`config.mk`:
```
export PLATFORM = sky130hd
export DESIGN_NAME = mprj_mem_arbiter
export DESIGN_NICKNAME = d
export VERILOG_FILES = /design/src/rtl/mprj_mem_arbiter.sv
export SDC_FILE = /design/constraint.sdc
export NUM_CORES = 1
export LEC_CHECK = 0
export ABC_AREA = 0
export BUFFER_PORTS_ARGS = -buffer_cell sky130_fd_sc_hd__buf_2
export CAP_MARGIN = 5
export CORE_AREA = 2 2 104 106
export DETAILED_ROUTE_END_ITERATION = 10
export DIE_AREA = 0 0 106 108
export PLACE_DENSITY = 0.7
export SLEW_MARGIN = 20
export SYNTH_ARGS = -nofsm -noshare
export SYNTH_HDL_FRONTEND = slang
export SYNTH_SLANG_ARGS = --single-unit
export TNS_END_PERCENT = 5
```
`constraint.sdc`:
```
create_clock -name wb_clk_i -period 2.3 [get_ports wb_clk_i]
set_clock_uncertainty 0.05 [all_clocks]
set_input_delay 0.46 -clock wb_clk_i [delete_from_list [all_inputs] [get_ports wb_clk_i]]
set_output_delay 0.46 -clock wb_clk_i [all_outputs]
set_load 0.01 [all_outputs]
```
`src/rtl/mprj_mem_arbiter.sv`:
```
// Shares the single-port user SRAM between the Wishbone slave and the core load/store port.
// Optional control register (core reset + user IRQ) built when MPRJ_MEM_ARB_CTRL_EN is defined.
module mprj_mem_arbiter #(
    parameter int          ADDR_W    = 10,
    parameter logic [31:0] BASE_ADDR = 32'h3000_0000
) (
    input  logic              wb_clk_i,
    input  logic              wb_rst_i,
    input  logic              wbs_cyc_i,
    input  logic              wbs_stb_i,
    input  logic              wbs_we_i,
    input  logic [3:0]        wbs_sel_i,
    input  logic [31:0]       wbs_adr_i,
    input  logic [31:0]       wbs_dat_i,
    output logic              wbs_ack_o,
    output logic [31:0]       wbs_dat_o,
    input  logic              core_req_i,
    input  logic              core_we_i,
    input  logic [3:0]        core_be_i,
    input  logic [ADDR_W-1:0] core_addr_i,
    input  logic [31:0]       core_wdata_i,
    output logic              core_gnt_o,
    output logic              core_rvalid_o,
    output logic [31:0]       core_rdata_o,
    output logic              core_rst_o,
    output logic              irq_o,
    output logic              mem_en_o,
    output logic [3:0]        mem_we_o,
    output logic [ADDR_W-1:0] mem_addr_o,
    output logic [31:0]       mem_wdata_o,
    input  logic [31:0]       mem_rdata_i
);

    typedef enum logic [1:0] {IDLE, ISSUE, DATA} state_e;

    state_e      state_q, state_d;
    logic        last_wb_q, last_wb_d;
    logic        acc_ctrl_q, acc_ctrl_d;
    logic [31:0] rdata_q, rdata_d;
    logic        rvalid_q, rvalid_d;
    logic        wb_hit, sram_hit, ctrl_hit, core_req, wb_win;
    logic [31:0] ctrl_rd;
    logic        unused_bits;

`ifdef MPRJ_MEM_ARB_CTRL_EN
    logic [1:0] ctrl_q, ctrl_d;
    assign ctrl_rd    = {30'b0, ctrl_q};
    assign core_rst_o = ctrl_q[0];
    assign irq_o      = ctrl_q[1];
`else
    assign ctrl_rd    = 32'b0;
    assign core_rst_o = 1'b0;
    assign irq_o      = 1'b0;
`endif

    assign wb_hit   = wbs_cyc_i & wbs_stb_i & (wbs_adr_i[31:24] == BASE_ADDR[31:24]);
    assign sram_hit = wb_hit & ~wbs_adr_i[23];
    assign ctrl_hit = wb_hit & wbs_adr_i[23];
    assign core_req = core_req_i & ~core_rst_o;

    assign core_rvalid_o = rvalid_q;
    assign core_rdata_o  = mem_rdata_i;
    assign unused_bits   = ^{wbs_adr_i[22:ADDR_W+2], wbs_adr_i[1:0]};

    // last_wb_q starts clear so the core takes the first contested slot; it flips on
    // every contested slot so the two requesters alternate.
    always_comb begin
        state_d     = state_q;
        last_wb_d   = last_wb_q;
        acc_ctrl_d  = acc_ctrl_q;
        rdata_d     = rdata_q;
        wb_win      = 1'b0;
        core_gnt_o  = 1'b0;
        mem_en_o    = 1'b0;
        mem_we_o    = 4'b0;
        mem_addr_o  = '0;
        mem_wdata_o = 32'b0;
        wbs_ack_o   = 1'b0;
        wbs_dat_o   = rdata_q;
`ifdef MPRJ_MEM_ARB_CTRL_EN
        ctrl_d      = ctrl_q;
`endif
        if (!wb_rst_i) begin
            case (state_q)
                IDLE: begin
                    wb_win = sram_hit & (~core_req | last_wb_q);
                    if (sram_hit && core_req) begin
                        last_wb_d = ~last_wb_q;
                    end
                    if (wb_win) begin
                        state_d    = ISSUE;
                        acc_ctrl_d = 1'b0;
                    end else begin
                        if (core_req) begin
                            core_gnt_o  = 1'b1;
                            mem_en_o    = 1'b1;
                            mem_we_o    = core_we_i ? core_be_i : 4'b0;
                            mem_addr_o  = core_addr_i;
                            mem_wdata_o = core_wdata_i;
                        end
                        if (ctrl_hit) begin
                            state_d    = DATA;
                            acc_ctrl_d = 1'b1;
`ifdef MPRJ_MEM_ARB_CTRL_EN
                            if (wbs_we_i && wbs_sel_i[0]) begin
                                ctrl_d = wbs_dat_i[1:0];
                            end
`endif
                        end
                    end
                end
                ISSUE: begin
                    mem_en_o    = 1'b1;
                    mem_we_o    = wbs_we_i ? wbs_sel_i : 4'b0;
                    mem_addr_o  = wbs_adr_i[ADDR_W+1:2];
                    mem_wdata_o = wbs_dat_i;
                    state_d     = DATA;
                end
                DATA: begin
                    wbs_ack_o = 1'b1;
                    if (wbs_we_i) begin
                        wbs_dat_o = 32'b0;
                    end else begin
                        wbs_dat_o = acc_ctrl_q ? ctrl_rd : mem_rdata_i;
                    end
                    rdata_d = wbs_dat_o;
                    state_d = IDLE;
                end
                default: state_d = IDLE;
            endcase
        end
    end

    assign rvalid_d = core_gnt_o & ~core_we_i;

    always_ff @(posedge wb_clk_i) begin
        if (wb_rst_i) begin
            state_q    <= IDLE;
            last_wb_q  <= 1'b0;
            acc_ctrl_q <= 1'b0;
            rdata_q    <= 32'b0;
            rvalid_q   <= 1'b0;
`ifdef MPRJ_MEM_ARB_CTRL_EN
            ctrl_q     <= 2'b01;
`endif
        end else begin
            state_q    <= state_d;
            last_wb_q  <= last_wb_d;
            acc_ctrl_q <= acc_ctrl_d;
            rdata_q    <= rdata_d;
            rvalid_q   <= rvalid_d;
`ifdef MPRJ_MEM_ARB_CTRL_EN
            ctrl_q     <= ctrl_d;
`endif
        end
    end

endmodule

```
==> results.sh <==
export IMPL_hold_class="in2reg"
export IMPL_clock_path_buffers=2
export IMPL_crit_type="reg2out"
export IMPL_synth_cell_types=34
export IMPL_die_y_um=108
export IMPL_cts_hold_buf=0
export IMPL_cp_max_fo=44
export IMPL_synth_compound_area_share_pct=34.08
export IMPL_cp_arrival_ps=1690
export IMPL_rsz0062_at_grt="false"
export IMPL_min_period_ps=2201
export IMPL_drc=0
export IMPL_dp_cells=656
export IMPL_ant_nets=0
export IMPL_final_hold_viol_count=0
export IMPL_nNetsFinal=680
export IMPL_max_freq_mhz=454.4
export IMPL_min_period_over_period_pct=95.68
export IMPL_yosysWarnings=0
export IMPL_synth_seq_cells=37
export IMPL_grt_pass1_wl_um=14940
export IMPL_outcome="finished, final reports clean"
export IMPL_wl_per_cell_um=15.37
export IMPL_drt_iter0_markers=319
export IMPL_fillers=1053
export IMPL_syn_area_mm2=0.002684
export IMPL_dp_hpwl_um=8078
export IMPL_p_per_area_mw_per_mm2=362.4
export IMPL_overflow=0
export IMPL_vias=3370
export IMPL_muxShareOfSynthArea_pct=0.4196
export IMPL_whs_ps=301.9
export IMPL_drt_vias_per_instance=5.030
export IMPL_clock_sinks=37
export IMPL_power_mw=1.411
export IMPL_required_ps=1790
export IMPL_port_buffers=253
export IMPL_regArea_um2=743.2
export IMPL_clk_latency_ps=280
export IMPL_htree_num_levels=2
export IMPL_post_cts_buffers=0
export IMPL_grt_max_degree=70
export IMPL_antenna_found_initial=7
export IMPL_maxCapViolCount=0
export IMPL_vdd_drop_max_mv=0.2133
export IMPL_layout_common_cells="buf_2, nand2_1, a32o_1"
export IMPL_ys_seq_area_share_pct=27.60
export IMPL_yosys_area_share_simple_pct=19.16
export IMPL_dp_slack_ps=13.77
export IMPL_clk_pin_slew_ps=70
export IMPL_syn_instance_count=324
export IMPL_stdcell_count=670
export IMPL_die_area_mm2=0.01145
export IMPL_routed_wl_um=10300
export IMPL_finalSetupTns_ps=0
export IMPL_ios=269
export IMPL_start_util_pct=26.23
export IMPL_cts_tree="built"
export IMPL_avgSynthCellArea_um2=8.283
export IMPL_end_kind="primary output"
export IMPL_slew_violations=0
export IMPL_rows=37
export IMPL_drive_above_1_share_pct=53.03
export IMPL_synthXorXnorAreaFrac_pct=0
export IMPL_core_area_mm2=0.01023
export IMPL_startpoint_type="flip-flop"
export IMPL_cts_made_buffers=5
export IMPL_syn_to_final_growth_pct=45.03
export IMPL_first_global_vias=3073
export IMPL_leakage_nw=1.852
export IMPL_multi_input_area_mm2=0.001454
export IMPL_die_w_um=106
export IMPL_ctsRootBufferMaster="clkbuf_8"
export IMPL_grt_usage_pct=16.35
export IMPL_layout_commonest_cell="buf_2"
export IMPL_place_gp_congestion=0.7767
export IMPL_synth_top_family_by_area="compound AO/OA/AOI/OAI gates"
export IMPL_drt_pass1_iterations=5
export IMPL_setup_viol=0
export IMPL_synthAdderAreaFrac_pct=0
export IMPL_fin_ws_ps=99.43
cell usage after synthesis:
cell | n | share of area, %
nand2_1 | 64 | 9.0
a32o_1 | 42 | 16
dfxtp_1 | 37 | 28
buf_4 | 35 | 9.8
a21oi_1 | 32 | 6.0
o2bb2ai_1 | 32 | 10
buf_2 | 15 | 2.8
buf_6 | 11 | 4.6
nand3_1 | 10 | 1.9
clkbuf_1 | 7 | 0.98
o21ai_0 | 4 | 0.75
nor2_1 | 3 | 0.42
nor2b_1 | 3 | 0.70
nor3b_2 | 3 | 1.4
a41oi_1 | 2 | 0.65
and2_1 | 2 | 0.47
and4bb_1 | 2 | 0.93
inv_1 | 2 | 0.28
nand2b_1 | 2 | 0.47
nor3_1 | 2 | 0.37
a21o_1 | 1 | 0.28
a311oi_1 | 1 | 0.33
and2b_1 | 1 | 0.28
and3_1 | 1 | 0.23
and4_1 | 1 | 0.33
buf_1 | 1 | 0.14
conb_1 | 1 | 0.14
mux2_2 | 1 | 0.42
nand4_1 | 1 | 0.23
nand4_4 | 1 | 0.79
nor3b_1 | 1 | 0.28
nor4b_1 | 1 | 0.33
nor4b_4 | 1 | 0.89
or2_1 | 1 | 0.23
kinds of logic after synthesis:
logic type             Yosys count
flip-flops                      37
AO/OA/AOI/OAI                  114
AND/OR/NAND/NOR                100
multiplexers                     1
other                            1
buffers and inverters           71
timing repair:
action                     in CTS  in global routing
setup endpoints to repair       2                 72
resized for setup               1                  3
cloned                          0                  0
per-layer routing:
| layer | global-route usage (%) | up-vias | routed length [um] |
|---|---|---|---|
| li1 | - | 1587 | - |
| met1 | 16.82 | 1584 | 3713 |
| met2 | 30.97 | 175 | 5257 |
| met3 | 3.737 | 22 | 876 |
| met4 | 8.459 | 2 | 440 |
| met5 | 0 | - | 12 |
power breakdown:
group          internal [mW]  switching (mW)  total, mW  leakage [nW]
sequential             0.641        0.000187      0.641         0.299
combinational          0.167           0.153      0.321          1.52
clock                  0.214           0.236      0.449        0.0375
total                   1.02           0.389       1.41          1.85
metrics by stage:
| step | cell area [um2] | utilization [%] |
|---|---|---|
| 6_report | 3892 | 38.05 |
| 5_1_grt | 3892 | 38.05 |
| 4_1_cts | 3875 | 37.87 |
| 3_5_place_dp | 3784 | 36.98 |
| 3_3_place_gp | 3784 | 36.98 |
| 2_1_floorplan | 2688 | - |
sequential cells by signal, indices dropped and copies added, names as in the netlist:
| signal | flops |
|---|---|
| acc_ctrl_q | 1 |
| rdata_q | 32 |
| state_q | 2 |
| last_wb_q | 1 |
| core_rvalid_o | 1 |
critical path, stage by stage, from the launching register on:
cell and delay (ps):
dfxtp_1 360, nor2b_1 270, nand4_4 130, buf_12 190
a32o_1 280, buf_2 150
layout make-up:
cell class	instances	share of cell area, %
Multi-Input combinational cell	217	37.35
Timing Repair Buffer	264	36.35
Sequential cell	37	19.09
Tap cell	136	4.372
Clock buffer	6	1.864
Clock inverter	2	0.3857
Antenna cell	6	0.3857
Inverter	2	0.1929
worst paths after layout:
path	startpoint	to	slack [ps]	cells after the start
setup reg to reg	state_q[0]	rdata_q[6]	960	4
hold / removal	core_we_i	core_rvalid_o	300	2
hold reg to reg	rdata_q[2]	rdata_q[2]	410	2
setup / recovery	last_wb_q	mem_wdata_o[7]	100	5
Note: power is estimated with default switching activity, not from simulation.
